## src/rtl/lock_sequencer.sv

```systemverilog
// Keypad lock sequencer.
// Four BCD digits are collected on enter presses and compared against a
// programmable code. The lock opens on a match. Wrong codes flash an error,
// and repeated failures force a timed lockout. While open, a new code can be
// programmed. All timing is counted in pulses of the slow tick enable.
module lock_sequencer #(
  parameter logic [15:0] DEFAULT_CODE  = 16'h1234,
  parameter int          MAX_TRIES     = 3,
  parameter int          LOCKOUT_TICKS = 20,
  parameter int          OPEN_TICKS    = 10,
  parameter int          ERR_TICKS     = 2
) (
  input  logic       clk,
  input  logic       reset,
  input  logic       tick,
  input  logic [3:0] in_digit,
  input  logic       enter_btn,
  input  logic       set_btn,
  output logic       locked_led,
  output logic       unlocked_led,
  output logic       error_led,
  output logic       lockout_led,
  output logic [2:0] state,
  output logic [1:0] digit_idx,
  output logic [1:0] attempts
);

  typedef enum logic [2:0] {
    StLocked  = 3'd0,
    StEntry   = 3'd1,
    StVerify  = 3'd2,
    StOpen    = 3'd3,
    StError   = 3'd4,
    StLockout = 3'd5,
    StProgram = 3'd6,
    StIllegal = 3'd7
  } state_e;

  // The tick counter must hold the longest of the three durations.
  localparam int MaxOpenErr = (OPEN_TICKS > ERR_TICKS) ? OPEN_TICKS : ERR_TICKS;
  localparam int CntMax     = (LOCKOUT_TICKS > MaxOpenErr) ? LOCKOUT_TICKS : MaxOpenErr;
  localparam int CntW       = (CntMax < 2) ? 1 : $clog2(CntMax + 1);

  // Each timeout fires on the tick that completes its duration, which is
  // the tick seen while the counter holds duration-1.
  localparam logic [CntW-1:0] ErrLast     = CntW'(ERR_TICKS - 1);
  localparam logic [CntW-1:0] LockoutLast = CntW'(LOCKOUT_TICKS - 1);
  localparam logic [CntW-1:0] OpenLast    = CntW'(OPEN_TICKS - 1);
  localparam logic [1:0]      MaxTries    = 2'(MAX_TRIES);

  state_e            state_q, state_d;
  logic [1:0]        digitIdx_q, digitIdx_d;
  logic [1:0]        attempts_q, attempts_d;
  logic [15:0]       digits_q, digits_d;
  logic [15:0]       code_q, code_d;
  logic [CntW-1:0]   tickCnt_q, tickCnt_d;

  logic [1:0]        enterSync_q;
  logic              enterPrev_q;
  logic [1:0]        setSync_q;
  logic              setPrev_q;

  logic              enterPress;
  logic              setPressRaw;
  logic              setPress;
  logic [15:0]       capturedDigits;
  logic [1:0]        attemptsInc;
  logic              tickExpired;

  // Two-flop synchronisers for the raw buttons, plus a delayed copy of the
  // synchronised level so a rising edge becomes a single-clk press event.
  always_ff @(posedge clk or posedge reset) begin
    if (reset) begin
      enterSync_q <= 2'b00;
      enterPrev_q <= 1'b0;
      setSync_q   <= 2'b00;
      setPrev_q   <= 1'b0;
    end else begin
      enterSync_q <= {enterSync_q[0], enter_btn};
      enterPrev_q <= enterSync_q[1];
      setSync_q   <= {setSync_q[0], set_btn};
      setPrev_q   <= setSync_q[1];
    end
  end

  assign enterPress  = enterSync_q[1] & ~enterPrev_q;
  assign setPressRaw = setSync_q[1] & ~setPrev_q;
  // Enter wins whenever both buttons fire in the same clk.
  assign setPress    = setPressRaw & ~enterPress;

  assign attemptsInc = (attempts_q == 2'd3) ? 2'd3 : attempts_q + 2'd1;

  // Place the current digit into the slot selected by digit_idx, with slot 0
  // being the most-significant nibble (first digit typed).
  always_comb begin
    capturedDigits = digits_q;
    case (digitIdx_q)
      2'd0:    capturedDigits[15:12] = in_digit;
      2'd1:    capturedDigits[11:8]  = in_digit;
      2'd2:    capturedDigits[7:4]   = in_digit;
      default: capturedDigits[3:0]   = in_digit;
    endcase
  end

  // Decide whether the tick in this clk completes the current state's wait.
  always_comb begin
    tickExpired = 1'b0;
    case (state_q)
      StError:   tickExpired = tick && (tickCnt_q == ErrLast);
      StLockout: tickExpired = tick && (tickCnt_q == LockoutLast);
      StOpen:    tickExpired = tick && (tickCnt_q == OpenLast);
      default:   tickExpired = 1'b0;
    endcase
  end

  // FSM state register.
  always_ff @(posedge clk or posedge reset) begin
    if (reset) begin
      state_q <= StLocked;
    end else begin
      state_q <= state_d;
    end
  end

  // Next-state logic, together with the digit, attempt and code updates
  // that belong to each transition.
  always_comb begin
    state_d    = state_q;
    digitIdx_d = digitIdx_q;
    attempts_d = attempts_q;
    digits_d   = digits_q;
    code_d     = code_q;
    case (state_q)
      StLocked: begin
        if (enterPress) begin
          digits_d   = capturedDigits;
          digitIdx_d = 2'd1;
          state_d    = StEntry;
        end
      end
      StEntry: begin
        if (enterPress) begin
          digits_d   = capturedDigits;
          digitIdx_d = digitIdx_q + 2'd1;
          if (digitIdx_q == 2'd3) begin
            state_d = StVerify;
          end
        end
      end
      StVerify: begin
        if (digits_q == code_q) begin
          attempts_d = 2'd0;
          state_d    = StOpen;
        end else begin
          attempts_d = attemptsInc;
          state_d    = (attemptsInc == MaxTries) ? StLockout : StError;
        end
      end
      StError: begin
        if (tickExpired) begin
          state_d = StLocked;
        end
      end
      StLockout: begin
        if (tickExpired) begin
          attempts_d = 2'd0;
          state_d    = StLocked;
        end
      end
      StOpen: begin
        if (enterPress) begin
          state_d = StLocked;
        end else if (setPress) begin
          digitIdx_d = 2'd0;
          state_d    = StProgram;
        end else if (tickExpired) begin
          state_d = StLocked;
        end
      end
      StProgram: begin
        if (enterPress) begin
          digits_d   = capturedDigits;
          digitIdx_d = digitIdx_q + 2'd1;
          if (digitIdx_q == 2'd3) begin
            code_d  = capturedDigits;
            state_d = StOpen;
          end
        end else if (setPress) begin
          digitIdx_d = 2'd0;
          state_d    = StOpen;
        end
      end
      default: begin
        digitIdx_d = 2'd0;
        state_d    = StLocked;
      end
    endcase
  end

  // The tick counter restarts on every state change, so a tick landing on
  // the entry edge is not counted toward the new state's wait.
  always_comb begin
    tickCnt_d = tickCnt_q;
    if (state_d != state_q) begin
      tickCnt_d = '0;
    end else if (tick) begin
      tickCnt_d = tickCnt_q + CntW'(1);
    end
  end

  // Datapath registers: captured digits, stored code, counters.
  always_ff @(posedge clk or posedge reset) begin
    if (reset) begin
      digitIdx_q <= 2'd0;
      attempts_q <= 2'd0;
      digits_q   <= 16'h0000;
      code_q     <= DEFAULT_CODE;
      tickCnt_q  <= '0;
    end else begin
      digitIdx_q <= digitIdx_d;
      attempts_q <= attempts_d;
      digits_q   <= digits_d;
      code_q     <= code_d;
      tickCnt_q  <= tickCnt_d;
    end
  end

  // Moore status outputs decoded straight from the state register, so they
  // follow reset without waiting for a clock.
  always_comb begin
    locked_led   = 1'b0;
    unlocked_led = 1'b0;
    error_led    = 1'b0;
    lockout_led  = 1'b0;
    case (state_q)
      StLocked, StEntry, StVerify: locked_led = 1'b1;
      StOpen, StProgram:           unlocked_led = 1'b1;
      StError:                     error_led = 1'b1;
      StLockout: begin
        error_led   = 1'b1;
        lockout_led = 1'b1;
      end
      default: begin
        locked_led = 1'b0;
      end
    endcase
  end

  assign state     = state_q;
  assign digit_idx = digitIdx_q;
  assign attempts  = attempts_q;

endmodule

```

## config.mk

```make
export PLATFORM = sky130hd
export DESIGN_NAME = lock_sequencer
export DESIGN_NICKNAME = d
export VERILOG_FILES = /design/src/rtl/lock_sequencer.sv
export SDC_FILE = /design/constraint.sdc
export NUM_CORES = 1
export LEC_CHECK = 0
export BUFFER_PORTS_ARGS = -buffer_cell sky130_fd_sc_hd__buf_2
export CAP_MARGIN = 30
export CORE_UTILIZATION = 50
export CTS_BUF_LIST = sky130_fd_sc_hd__clkbuf_2 sky130_fd_sc_hd__clkbuf_4 sky130_fd_sc_hd__clkbuf_8
export CTS_CLUSTER_DIAMETER = 60
export CTS_CLUSTER_SIZE = 10
export DETAILED_ROUTE_END_ITERATION = 6
export GPL_TIMING_DRIVEN = 0
export PLACE_DENSITY = 0.68
export SYNTH_ARGS = -nofsm -noshare
export SYNTH_HDL_FRONTEND = slang
export SYNTH_SLANG_ARGS = --single-unit
```

## constraint.sdc

```tcl
create_clock -name clk -period 1.8 [get_ports clk]
set_clock_uncertainty 0.15 [all_clocks]
set_input_delay 0.09 -clock clk [delete_from_list [all_inputs] [get_ports clk]]
set_output_delay 0.09 -clock clk [all_outputs]
set_load 0.01 [all_outputs]
```

After elaboration in Yosys (flattened, before gate mapping)
Cells that the tools add are included.
Storage, ports and cells
  output and inout bits: 11
  input bits: 9
  bits in registers: 50
Cells by class
  reductions and logical operators: 17
  bitwise logic cells: 7
  muxes and demuxes: 33
  add/sub/neg operators: 3
  eq/ne operators: 20
Operators with widths (count)
  2-to-1 mux 3 bit: 10
  one-hot mux 3 bit (6 select lines): 1
  == test 16 bit: 1
  2-to-1 mux 2 bit: 8
  2-to-1 mux 4 bit: 4
  OR reduction 3 bit: 4
  2-to-1 mux 5 bit: 2
  one-hot mux 2 bit (5 select lines): 1
  == test 3 bit, second input constant: 3
  == test 2 bit, second input constant: 4
  != test 2 bit, second input constant: 4
  == test 3 x 2 -> 1 bit, second input constant: 2
  adder 5 x 1 -> 5 bit, second input constant: 1
  == test 5 x 1 -> 1 bit, second input constant: 1
  == test 5 x 4 -> 1 bit, second input constant: 1
  == test 5 bit, second input constant: 1
  2-to-1 mux 1 bit: 5
  adder 2 x 1 -> 2 bit, second input constant: 2
  inverter 1 bit: 4
  one-hot mux 2 bit (2 select lines): 1
  AND reduction 2 bit: 2
  AND reduction 4 bit: 1
  nonzero test 2 bit: 2
  OR reduction 2 bit: 2
  9 further kinds: 13

Depth between registers and ports, before layout
Gate-level depths: netlist (run 1).
  word-level depth: 9
  gate-level depth with buffers: 7
  depth with buffers taken out: 6

Worst setup path after synthesis (run 1)
Ideal clock, no wire load.
  path kind: reg2reg
  start: reg state_q[0] (netlist: state[0])
  end: reg tickCnt_q[1]
  path buffers: 2
  stages on the path, launching flop included: 8
  setup time: 0.129 ns
  path slack: -0.038 ns
  arrival: 1.559 ns
  cell sequence: dfrtp_1 > buf_2 > and3b_1 > buf_6 > mux2i_1 > a31oi_1 > o31ai_4 > nor2_1
On the way
  word-level cells in the longest chain between the ends: 8
  elaborated cells between the ends (all ways): 22
  those cells by class: eq/ne (7); mux (12); reduce/logical (3)
RTL lines
  start: declaration: RTL line 51  | state_e state_q, state_d;
  start signal: assignment: RTL line 119  | state_q <= StLocked;
  start signal: assignment: RTL line 121  | state_q <= state_d;
  == test 3 x 2 -> 1 bit / == test 3 bit (equally long branches): RTL line 108, 133
  one-hot mux 1 bit (3 select lines): RTL line 108  | case (state_q)
  2-to-1 mux 3 bit: RTL line 160, 165, 176
  2-to-1 mux 3 bit: RTL line 173  | end else if (setPress) begin
  2-to-1 mux 3 bit: RTL line 171  | if (enterPress) begin
  one-hot mux 3 bit (6 select lines): RTL line 133  | case (state_q)
  != test 3 bit (*): RTL line 204  | if (state_d != state_q) begin
  2-to-1 mux 5 bit / nonzero test 2 bit (equally long branches)
  end signal: assignment: RTL line 224  | tickCnt_q <= tickCnt_d;
  end: declaration: RTL line 56  | logic [CntW-1:0] tickCnt_q, tickCnt_d;
Mark *: on every way between the ends. The rest lies on a longest branch, timed or not.
A chain may end at the register's enable or synchronous reset.

Final worst setup path (run 1)
  start: reg state_q[1] (netlist: state[1])
  end: reg tickCnt_q[4]
Same word-level chain as after synthesis.

==> flow_metrics.env, run 1 <==
export IMPL_ir_worst_vdd_v=0.000623
export IMPL_fmax_mhz=543
export IMPL_grt_ovfl_total=0
export IMPL_r2r_start="state[1]"
export IMPL_drc_errors=0
export IMPL_synthFlopType="dfrtp_1"
export IMPL_ys_seq_area_share_pct=48.6
export IMPL_required_ns=1.84
export IMPL_clk_pin_slew_worst_paths_ns=0.10
export IMPL_async_reset_ff_share_pct=100
export IMPL_worstPathArrival_ns=1.88
export IMPL_ant_nets=0
export IMPL_maxSlewViolCount=0
export IMPL_relSlewSlack_pct=71.9
export IMPL_synthesis_area_mm2=0.00259
export IMPL_globalplace_congestion=0.884
export IMPL_vias=2022
export IMPL_cts_buffers=5
export IMPL_drtPass1Iterations=4
export IMPL_via_per_inst=5.59
export IMPL_hp_class="input pin to flip-flop"
export IMPL_post_dp_hpwl_um=3630
export IMPL_p_per_area_mw_per_mm2=1340
export IMPL_syn_inst=242
export IMPL_yosysUniqueCellTypes=44
export IMPL_synth_seq_cells=50
export IMPL_maxCapViolCount=0
export IMPL_worstMarginPinSlew_ns=0.422
export IMPL_cts_sinks=50
export IMPL_grtUsageTotal_pct=22.3
export IMPL_grt_max_degree=39
export IMPL_synth_area_per_cell_um2=10.7
export IMPL_mostFrequentLayoutCell="dfrtp_1"
export IMPL_syn_to_final_growth_pct=31.3
export IMPL_p_leak_nw=1.48
export IMPL_reg2reg_to="tickCnt_q[4]"
export IMPL_yosys_area_top_type="dfrtp_1"
export IMPL_die_h_um=74.0
export IMPL_drt_iter0_markers=152
export IMPL_antenna_found_initial=0
export IMPL_drt_wirelength_per_cell_um=16.8
export IMPL_start_kind="flip-flop"
export IMPL_min_path_cells=2
export IMPL_synth_top_area_share_pct=43.5
export IMPL_ff2ff_path_depth=7
export IMPL_hold_ws_ns=-0.00121
export IMPL_chipWidth_um=74.0
export IMPL_antenna_cells=0
export IMPL_clk_latency_ns=0.31
export IMPL_hold_path_startpoint="in_digit[3]"
export IMPL_die_area_mm2=0.00547
export IMPL_hold_viol_final=1
export IMPL_grt_first_pass_wirelength_um=9000
export IMPL_failed_checks="negative hold slack, negative setup slack"
export IMPL_status="finished with violations"
export IMPL_crit_path_max_fanout=10
export IMPL_crit_path_end_kind="flip-flop"
export IMPL_wl_um=6070
export IMPL_total_power_w=0.00454
export IMPL_core_area_mm2=0.00485
export IMPL_critPathLaunch="state[1]"
export IMPL_num_nets_final=308
export IMPL_grt_pass1_vias=1871
export IMPL_root_buffer="clkbuf_8"
export IMPL_synthTopCellsByArea="dfrtp_1, mux2_2, xnor2_1"
export IMPL_start_util_pct=53.4
export IMPL_setup_slack_ns=-0.0406
export IMPL_portBuffers=18
export IMPL_yosys_warnings=0
export IMPL_drive_gt1_share_pct=43.1
export IMPL_synth_edf_count=0
export IMPL_critical_path_cell_chain="buf_4 -> clkbuf_4 -> inv_1 -> a21oi_1 -> a211oi_2 -> o31ai_4 -> nor2_1"
export IMPL_cp_slowest_cell="dfrtp_2"
export IMPL_slowest_delay_ns=0.40
export IMPL_post_route_min_period_ns=1.84
export IMPL_cts_htree_levels=2
export IMPL_r2r_slack_ns=-0.04
export IMPL_rows=25
export IMPL_setup_viol=7
export IMPL_endpoint="tickCnt_q[4]"
export IMPL_final_period_utilization_pct=102
export IMPL_synth_nets=256
export IMPL_final_cell_mix="dfrtp_1, buf_4, buf_2"
export IMPL_rsz0062_at_grt="yes"
export IMPL_cts_tree="yes"
export IMPL_path_class="flip-flop to flip-flop"
export IMPL_clockBufferDepth=2
export IMPL_final_util_pct=70.1
export IMPL_ios=20
[cells in the mapped netlist, drive strengths merged (4+ instances only)]
cell type and n:
nand3 4, nand4 6, nand2 11, inv 9
mux2 20, nand2b 4, dfrtp 45, nor2b 5
o21ai 10, dfstp 5, clkbuf 6, mux2i 14
ha 5, xnor2 18, buf 6, nor2 24
a21oi 23
[worst max-delay path, delay by kind of cell (launching register included)]
kind                   cells  cell delay [ns]
AOI/OAI and AO/OA          3             0.62
buffers and inverters      3             0.46
DFF                        1             0.40
and+or+nand+nor            1             0.08
[repair_timing]
| action | CTS | global route |
|---|---|---|
| endpoints found under the hold margin | 62 | 0 |
| gates resized for setup | 20 | 57 |
| pin swaps | 13 | 21 |
| buffers inserted | 13 | 9 |
| gates cloned | 0 | 1 |
| hold buffers | 7 | 0 |
| setup endpoints to repair | 43 | 42 |
[sequential cells by signal, indices dropped and copies added (netlist names)]
name,count
attempts,2
setSync_q,2
enterPrev_q,1
digit_idx,2
setPrev_q,1
enterSync_q,2
code_q,16
tickCnt_q,5
state,3
digits_q,16
[metrics by stage]
stage          hold slack [ns]  std cells  setup slack (ns)  cell area [µm²]  TNS (ns)
6_report              -0.00121        362           -0.0406             3400    -0.216
5_1_grt                 0.0117        362            -0.127             3400     -1.25
4_1_cts                0.00177        355           -0.0462             3130    -0.494
3_5_place_dp           -0.0906        328            -0.303             2790     -5.97
3_3_place_gp            0.0479        327            -0.322             2770    -19.50
2_1_floorplan          -0.0286        242           0.00805             2590         0
[worst min-delay path by stage]
stage | end | slack, ns
final | digits_q[7] | -0.001
after detailed placement | setSync_q[0] | -0.09
after global routing | digits_q[11] | 0.01
after global placement | setSync_q[0] | 0.05
after CTS | digits_q[3] | 0.002
after floorplan | enterSync_q[0] | -0.03
[cell families after synthesis]
logic type / synth area share, %
DFF: 48.6
adders and majority gates: 2.42
muxes: 14.1
AOI/OAI and AO/OA: 12.3
buffers and inverters: 3.57
and+or+nand+nor: 12.0
xor gates and xnor gates: 7.10
[layer usage]
layer | wire length, µm | track usage [%]
met1 | 3000 | 31.2
met2 | 2770 | 34.6
met3 | 190 | 4.47
met4 | 110 | 8.12
met5 | 0 | 0
[cell type report]
cell class / count / area (µm²)
fill: 335 / 1450
clock inverter: 2 / 12.5
multi-input combinational: 171 / 1470
clock buffer: 6 / 82.6
timing repair buffer: 49 / 385
tap: 67 / 83.8
buffer: 8 / 76.3
sequential: 50 / 1260
inverter: 9 / 33.8
[report_power, final]
part	switching (W)	leakage, nW	total [W]	internal, W
clock	0.000394	0.0472	0.000704	0.000310
combinational	0.00107	0.858	0.00213	0.00106
sequential	0.000278	0.570	0.00170	0.00143
Note: power is estimated with default switching activity, not from simulation.
==> run 2: changes to the inputs <==
Settings changed: GPL_TIMING_DRIVEN 0 to not set, MAX_ROUTING_LAYER set to met4.
==> run 2 against run 1 <==
The flow finishes with violations (negative setup slack). Via count shrank 4.0%. Final cell count is 0.83% higher. Utilization down 2.8 points. Clock power about the same. Critical endpoint is now tickCnt_q[0]. Wire length is 11% lower. First-iteration DRC count decreased by 31%. Global-route usage shrank 0.47 points. Highest routed layer unchanged. Largest cell class unchanged. Sequential cell count stayed put. Total power down 2.7%.
==> flow_metrics.env, run 2 (synthesis gave the netlist of run 1 again) <==
export IMPL_final_cell_mix="dfrtp_1, buf_4, a21oi_1"
export IMPL_clockBufferDepth=2
export IMPL_total_power_w=0.00442
export IMPL_cts_sinks=50
export IMPL_reg_largest_list="code_q x16, digits_q x16, tickCnt_q x5"
export IMPL_grt_pass1_vias=1825
export IMPL_syn_to_final_growth_pct=26.0
export IMPL_clk_latency_ns=0.31
export IMPL_p_leak_nw=1.43
export IMPL_start_util_pct=53.4
export IMPL_final_period_utilization_pct=101
export IMPL_maxSlewViolCount=0
export IMPL_drtPass1Iterations=4
export IMPL_switching_share_pct=37.0
export IMPL_globalplace_congestion=0.893
export IMPL_dp_cells=346
export IMPL_required_ns=1.84
export IMPL_core_area_mm2=0.00485
export IMPL_p_int_w=0.00279
export IMPL_post_route_min_period_ns=1.81
export IMPL_portBuffers=19
export IMPL_nFillCells=374
export IMPL_hold_viol_final=0
export IMPL_crit_path_max_fanout=5
export IMPL_grt_first_pass_wirelength_um=8640
export IMPL_use_met2_pct=30.8
export IMPL_clkPwrFrac_pct=15.9
export IMPL_antenna_cells=0
export IMPL_failed_checks="negative setup slack"
export IMPL_maxCapViolCount=0
export IMPL_grtUsageTotal_pct=21.9
export IMPL_instances_no_fill=365
export IMPL_antenna_found_initial=0
export IMPL_setup_tns_ns=-0.0345
export IMPL_relSlewSlack_pct=71.2
export IMPL_cts_buffers=5
export IMPL_num_nets_final=311
export IMPL_crit_path_end_kind="flip-flop"
export IMPL_drive_gt1_share_pct=37.2
export IMPL_cts_tree="yes"
export IMPL_path_class="flip-flop to flip-flop"
export IMPL_root_buffer="clkbuf_8"
export IMPL_start_kind="flip-flop"
export IMPL_fmax_mhz=552
export IMPL_grt_ovfl_total=0
export IMPL_wl_um=5420
export IMPL_pwr_share_seq_pct=37.9
export IMPL_use_met3_pct=3.66
export IMPL_rsz0062_at_grt="yes"
export IMPL_r2r_slack_ns=-0.01
export IMPL_grtUsageMet1_pct=31.5
export IMPL_setup_slack_ns=-0.0131
export IMPL_worstPathArrival_ns=1.85
export IMPL_drt_iter0_markers=105
export IMPL_via_per_inst=5.32
export IMPL_p_per_area_mw_per_mm2=1350
export IMPL_vias=1942
export IMPL_ant_nets=0
export IMPL_drc_errors=0
export IMPL_chipWidth_um=74.0
export IMPL_die_area_mm2=0.00547
export IMPL_setup_viol=5
export IMPL_drt_wirelength_per_cell_um=14.8
export IMPL_pwr_share_comb_pct=46.2
export IMPL_hp_class="flip-flop to flip-flop"
export IMPL_pre_cts_slack_ns=-0.0359
export IMPL_switchingPower_w=0.00163
export IMPL_grt_max_degree=51
export IMPL_rows=25
export IMPL_hold_ws_ns=0.204
export IMPL_die_h_um=74.0
export IMPL_grt_busiest_layer="met1"
export IMPL_mostFrequentLayoutCell="dfrtp_1"
export IMPL_status="finished with violations"
export IMPL_ios=20
export IMPL_worstMarginPinSlew_ns=0.431
export IMPL_clk_pin_slew_worst_paths_ns=0.09
export IMPL_ir_worst_vdd_v=0.000686
export IMPL_cts_htree_levels=2
export IMPL_post_dp_hpwl_um=3610
run 2: cell count changes in the layout (fill, tap and decap cells not counted), sizes merged:
cell,previous run,this run
dlygate4sd3,7,8
buf,48,52
clkinvlp,1,0
clkbuf,8,7
run 2: critical path, stage by stage (launching register included):
cell	delay (ns)
dfrtp_1	0.41
and3b_2	0.30
mux2i_4	0.28
a31oi_4	0.13
o31ai_4	0.33
nor2_1	0.09
run 2: worst paths after layout:
check / depth (start not counted) / endpoint / startpoint
min in group asynchronous: 4 / tickCnt_q[1] / reset
setup reg to reg: 5 / tickCnt_q[0] / state[1]
hold reg to reg: 0 / enterSync_q[1] / enterSync_q[0]
setup / recovery: 5 / tickCnt_q[0] / state[1]
max in group asynchronous: 4 / code_q[4] / reset
hold / removal: 0 / enterSync_q[1] / enterSync_q[0]
run 2: repair_timing:
action | CTS | global route
gates resized for setup | 3 | 26
hold buffers | 8 | 0
hold endpoints to repair | 66 | 0
setup buffers | 0 | 3
setup endpoints to repair | 6 | 40
cloned | 0 | 0
pin swaps | 0 | 14
run 2: metal layers:
layer  wire length [µm]  share of wire (%)
met5                  0                  0
met3                134                2.5
met1               2730                 50
met2               2450                 45
met4                103                1.9
run 2: cell type report:
type                    count  area [µm²]  area share (%)
inverters                   9        33.8            1.03
flip-flops and latches     50        1260            38.6
multi-input cells         171        1350            41.4
clock buffers               7        90.1            2.76
clock inverters             1        5.00           0.153
repair buffers             60         443            13.6
well taps                  67        83.8            2.57
run 2: power by group through the flow:
stage	clock, W	combinational, W	sequential [W]
3_5_place_dp	0	0.00184	0.00170
6_report	0.000704	0.00204	0.00167
4_1_cts	0.000720	0.00188	0.00167
3_3_place_gp	0	0.00183	0.00168
5_1_grt	0.000754	0.00225	0.00173
2_1_floorplan	0	0.00124	0.00169
run 2: through the flow:
stage	util, %	instance area, µm²
floorplan	-	2590
global placement	60.9	2950
detailed placement	60.9	2950
CTS	64.7	3140
global route	67.3	3260
finish	67.3	3260
